==> config.mk <==
export PLATFORM = sky130hd
export DESIGN_NAME = interleave_addr_counter
export DESIGN_NICKNAME = d
export VERILOG_FILES = /design/src/rtl/interleave_addr_counter.sv
export SDC_FILE = /design/constraint.sdc
export NUM_CORES = 1
export LEC_CHECK = 0
export CAP_MARGIN = 5
export CORE_ASPECT_RATIO = 1.75
export CORE_MARGIN = 2
export CORE_UTILIZATION = 25
export CTS_CLUSTER_SIZE = 16
export DETAILED_ROUTE_END_ITERATION = 10
export PLACE_DENSITY = 0.54
export SETUP_SLACK_MARGIN = 0.02
export SYNTH_ARGS = -nofsm -noshare
export SYNTH_HDL_FRONTEND = slang
export SYNTH_SLANG_ARGS = --single-unit
==> constraint.sdc <==
create_clock -name clk -period 2.7 [get_ports clk]
set_input_delay 0.27 -clock clk [delete_from_list [all_inputs] [get_ports clk]]
set_output_delay 0.27 -clock clk [all_outputs]
set_load 0.01 [all_outputs]
==> src/rtl/interleave_addr_counter.sv <==
// Interleaved address generator: issues {q, lane offset} with a stride of
// 2**OFS_W across one block, then pulses done for a single cycle.
module interleave_addr_counter #(
  parameter int ADDR_W = 13,
  parameter int OFS_W  = 3,
  parameter int SIZE_S = 1056,
  parameter int SIZE_L = 6144
) (
  input  logic              clk,
  input  logic              reset,
  input  logic              start,
  input  logic              abort,
  input  logic              count_enable,
  input  logic [1:0]        block_mode,
  input  logic [ADDR_W-1:0] cfg_size,
  input  logic [OFS_W-1:0]  offset,
  output logic [ADDR_W-1:0] count,
  output logic              addr_valid,
  output logic              target_reached,
  output logic              done,
  output logic              busy,
  output logic              size_err
);

  localparam int Q_W = ADDR_W - OFS_W;
  localparam logic [ADDR_W:0] STRIDE = (ADDR_W+1)'(2 ** OFS_W);
  localparam logic [ADDR_W:0] TGT_S  = (ADDR_W+1)'(SIZE_S - 1);
  localparam logic [ADDR_W:0] TGT_L  = (ADDR_W+1)'(SIZE_L - 1);

  typedef enum logic [1:0] {
    IDLE = 2'd0,
    RUN  = 2'd1,
    DONE = 2'd2
  } state_e;

  state_e            state_q, state_d;
  logic [Q_W-1:0]    q_q, q_d;
  logic [OFS_W-1:0]  ofs_q, ofs_d;
  logic [ADDR_W:0]   target_q, target_d;
  logic              target_reached_q, target_reached_d;
  logic              size_err_q, size_err_d;

  logic [ADDR_W:0]   sel_target;
  logic [ADDR_W:0]   ofs_ext;
  logic              last;

  assign count          = {q_q, ofs_q};
  assign addr_valid     = (state_q == RUN) && count_enable;
  assign done           = (state_q == DONE);
  assign busy           = (state_q != IDLE);
  assign target_reached = target_reached_q;
  assign size_err       = size_err_q;

  // Widened by one bit so the stride addition cannot overflow before the compare.
  assign last    = ({1'b0, count} + STRIDE) > target_q;
  assign ofs_ext = {{(ADDR_W+1-OFS_W){1'b0}}, offset};

  always_comb begin
    sel_target = TGT_S;
    unique case (block_mode)
      2'd1:    sel_target = TGT_L;
      2'd2:    sel_target = {1'b0, cfg_size} - {{ADDR_W{1'b0}}, 1'b1};
      default: sel_target = TGT_S;
    endcase
  end

  always_comb begin
    state_d          = state_q;
    q_d              = q_q;
    ofs_d            = ofs_q;
    target_d         = target_q;
    target_reached_d = target_reached_q;
    size_err_d       = size_err_q;
    unique case (state_q)
      IDLE: begin
        if (start) begin
          target_d         = sel_target;
          ofs_d            = offset;
          q_d              = '0;
          target_reached_d = 1'b0;
          size_err_d       = 1'b0;
          state_d          = RUN;
          // A lane offset beyond the block end has nothing to issue.
          if (ofs_ext > sel_target) begin
            size_err_d       = 1'b1;
            target_reached_d = 1'b1;
            state_d          = DONE;
          end
        end
      end
      RUN: begin
        if (abort) begin
          state_d = IDLE;
          q_d     = '0;
        end else if (addr_valid) begin
          if (last) begin
            target_reached_d = 1'b1;
            state_d          = DONE;
          end else begin
            q_d = q_q + Q_W'(1);
          end
        end
      end
      DONE: begin
        state_d = IDLE;
        if (abort) q_d = '0;
      end
      default: state_d = IDLE;
    endcase
  end

  always_ff @(posedge clk) begin
    if (reset) begin
      state_q          <= IDLE;
      q_q              <= '0;
      ofs_q            <= '0;
      target_q         <= '0;
      target_reached_q <= 1'b0;
      size_err_q       <= 1'b0;
    end else begin
      state_q          <= state_d;
      q_q              <= q_d;
      ofs_q            <= ofs_d;
      target_q         <= target_d;
      target_reached_q <= target_reached_d;
      size_err_q       <= size_err_d;
    end
  end

endmodule

==> impl_metrics.json <==
{
  "final_cell_mix": "40 x buf_4, 38 x clkdlybuf4s50_1, 28 x inv_1",
  "overflow": 0,
  "rsz0062_at_grt": "true",
  "path_cells": "nand4_1, or2_2, o21ai_1, nand2_1, ha_1, nand4_1, o21a_1, buf_6, a211o_1, a21oi_1, buf_4, a22o_1",
  "finalCritPeriodShare_pct": 103.3,
  "worstPathMaxFanout": 6,
  "htreeDepth": 2,
  "antenna_found_initial": 0,
  "wl_per_cell_um": 13.14,
  "synth_top_area_cell": "dfxtp_1",
  "clk_pin_slew_ns": 0.05,
  "fin_util_pct": 39.77,
  "leakagePower_nw": 1.461,
  "place_area_um2": 3093,
  "track_usage_pct": 14.12,
  "synth_edf_count": 0,
  "fin_area_um2": 3471,
  "initial_core_util_pct": 25.91,
  "vdd_drop_max_mv": 0.2280,
  "setup_slack_ns": -0.08785,
  "ff_latch_area_um2": 625.6,
  "dr_total_vias": 2367,
  "cts_buffers": 5,
  "min_period_ns": 2.788,
  "hp-class": "register to register",
  "port_buffers": 40,
  "mostFrequentLayoutCell": "buf_4",
  "finClkSkew_ns": 0.005312,
  "synth_top_flop_cell": "dfxtp_1",
  "vias_per_cell": 4.860,
  "setup_viol": 9,
  "grt_pass1_vias": 2339,
  "synth_top_area_share_pct": 27.45,
  "drt-initial-drc-count": 70,
  "power_density_nw_per_um2": 427.9,
  "endpoint_kind": "register",
  "slew_headroom_pct": 54.22,
  "syn-num-nets": 332,
  "globalplace.congestion": 0.8587,
  "multi_input_area_um2": 1677,
  "die_x_um": 75.89,
  "ys_seq_area_share_pct": 27.45,
  "dp.cells": 474,
  "failed_checks": "negative setup slack",
  "yosysWarnings": 0,
  "avgSynthCellArea_um2": 7.850,
  "yosysUniqueCellTypes": 53,
  "firstDrtPassIters": 4,
  "num-nets-final": 413,
  "clkLatencyLatePin_ns": 0.29,
  "final-hold-violation-count": 0,
  "cp_common_cell": "nand4_1",
  "root_buffer": "clkbuf_16",
  "die_area_um2": 9850,
  "synth_area_um2": 2261,
  "drc": 0,
  "hpwlAfterDp_um": 5151,
  "critPathMaxStageDelay_ns": 0.35,
  "max_freq_mhz": 358.7,
  "grt_pass1_wl_um": 10590,
  "ant_nets": 0,
  "grt_max_degree": 20,
  "cp.required_ns": 2.92,
  "cts_buffer_depth": 2,
  "nFillCells": 889,
  "outcome": "finished, violations left",
  "path_class": "register to register",
  "max-cap-violations": 0,
  "die_h_um": 129.8,
  "clock-sinks": 31,
  "cts_tree": "built",
  "critical-path-slowest-cell": "or2_2",
  "slew_violations": 0,
  "stdcell_count": 487,
  "routed_wl_um": 6397,
  "ys_ff_latch": 31,
  "critPathArrivalTime_ns": 3.01,
  "std_cell_rows": 45,
  "synthTopCellsByArea": "dfxtp_1 27%, ha_1 12%, a21oi_1 5.1%",
  "coreArea_um2": 8727,
  "start_kind": "register",
  "synth_cells": 288,
  "ios": 41,
  "worstMarginPinSlew_ns": 0.6867,
  "syn_to_final_growth_pct": 53.51,
  "antenna_cells": 0,
  "drive_gt1_share_pct": 24.59,
  "synthArstFlopShare_pct": 0
}
## registers in the layout, summed over array words and instances, names as in the netlist
register        count
ofs_q               3
q_q                10
size_err            1
state_q             2
target_q           14
target_reached      1
## worst paths after layout
check,from,endpoint,slack [ns],depth (start not counted)
setup / recovery,q_q[0]$_SDFFE_PP0P_,q_q[3]$_SDFFE_PP0P_,-0.09,12
setup reg to reg,q_q[0]$_SDFFE_PP0P_,q_q[3]$_SDFFE_PP0P_,-0.09,12
hold / removal,target_q[5]$_SDFFE_PP0P_,target_q[5]$_SDFFE_PP0P_,0.45,2
hold reg to reg,target_q[5]$_SDFFE_PP0P_,target_q[5]$_SDFFE_PP0P_,0.45,2
## worst max-delay path, delay by kind of cell, from the launching register on
family	cells	cell delay [ns]
compound gates	5	1.01
simple gates	4	0.79
flops	1	0.34
buf+inv	2	0.30
fa+ha+maj	1	0.27
## Yosys cell counts, types with 4 or more instances
master / number
clkbuf_1: 9
nand4_1: 5
xnor2_1: 4
a211oi_1: 9
nand3_1: 11
inv_1: 29
o21ai_0: 14
nor3_1: 6
a2111oi_0: 5
or3_1: 5
nand2b_1: 6
ha_1: 21
nand2_1: 29
nor2_1: 15
a21oi_1: 23
dfxtp_1: 31
xor2_1: 5
a21o_1: 8
## repair_timing
action,in CTS,in global routing
setup endpoints to repair,13,14
cloned,0,0
buffers inserted,3,2
pin swaps,9,15
hold buffers,0,0
resized for setup,15,21
## stage by stage
step,worst slack [ns],power [mW],setup TNS (ns),hold WS [ns]
floorplan,0.03029,0.6624,0,0.4060
global placement,-0.2601,0.8009,-2.114,0.4430
detailed placement,-0.3160,0.8041,-2.355,0.4488
CTS,-0.08569,1.480,-0.5954,0.4551
global route,-0.2410,1.550,-2.425,0.4732
finish,-0.08785,1.485,-0.4208,0.4516
## report_power, final
group	switching, mW	internal, mW	leakage [nW]
Combinational	0.169	0.158	1.12
Sequential	0.0109	0.479	0.255
Clock	0.211	0.458	0.0868
Total	0.390	1.09	1.46
## area by class of cell
class | count | area share [%]
clock buffer | 6 | 4.001
clock inverter | 2 | 1.009
inverter | 29 | 3.136
multi-input combinational | 219 | 48.31
sequential | 31 | 18.02
tap | 117 | 4.218
timing repair buffer | 83 | 21.30
## per-layer routing
metal  track usage [%]  part of all wire, %
met1             13.78                   37
met2             27.08                   57
met3             2.239                  3.0
met4             7.018                  2.9
met5                 0                    0
## kinds of logic after synthesis
logic type	after synthesis	share of synthesized area [%]
and+or+nand+nor	103	24.24
AOI/OAI and AO/OA	84	26.01
buffers and inverters	38	6.308
DFF	31	27.45
adders and majority gates	21	11.62
xor gates and xnor gates	9	3.486
muxes	2	0.8855
(Power assumes the default switching activity.)
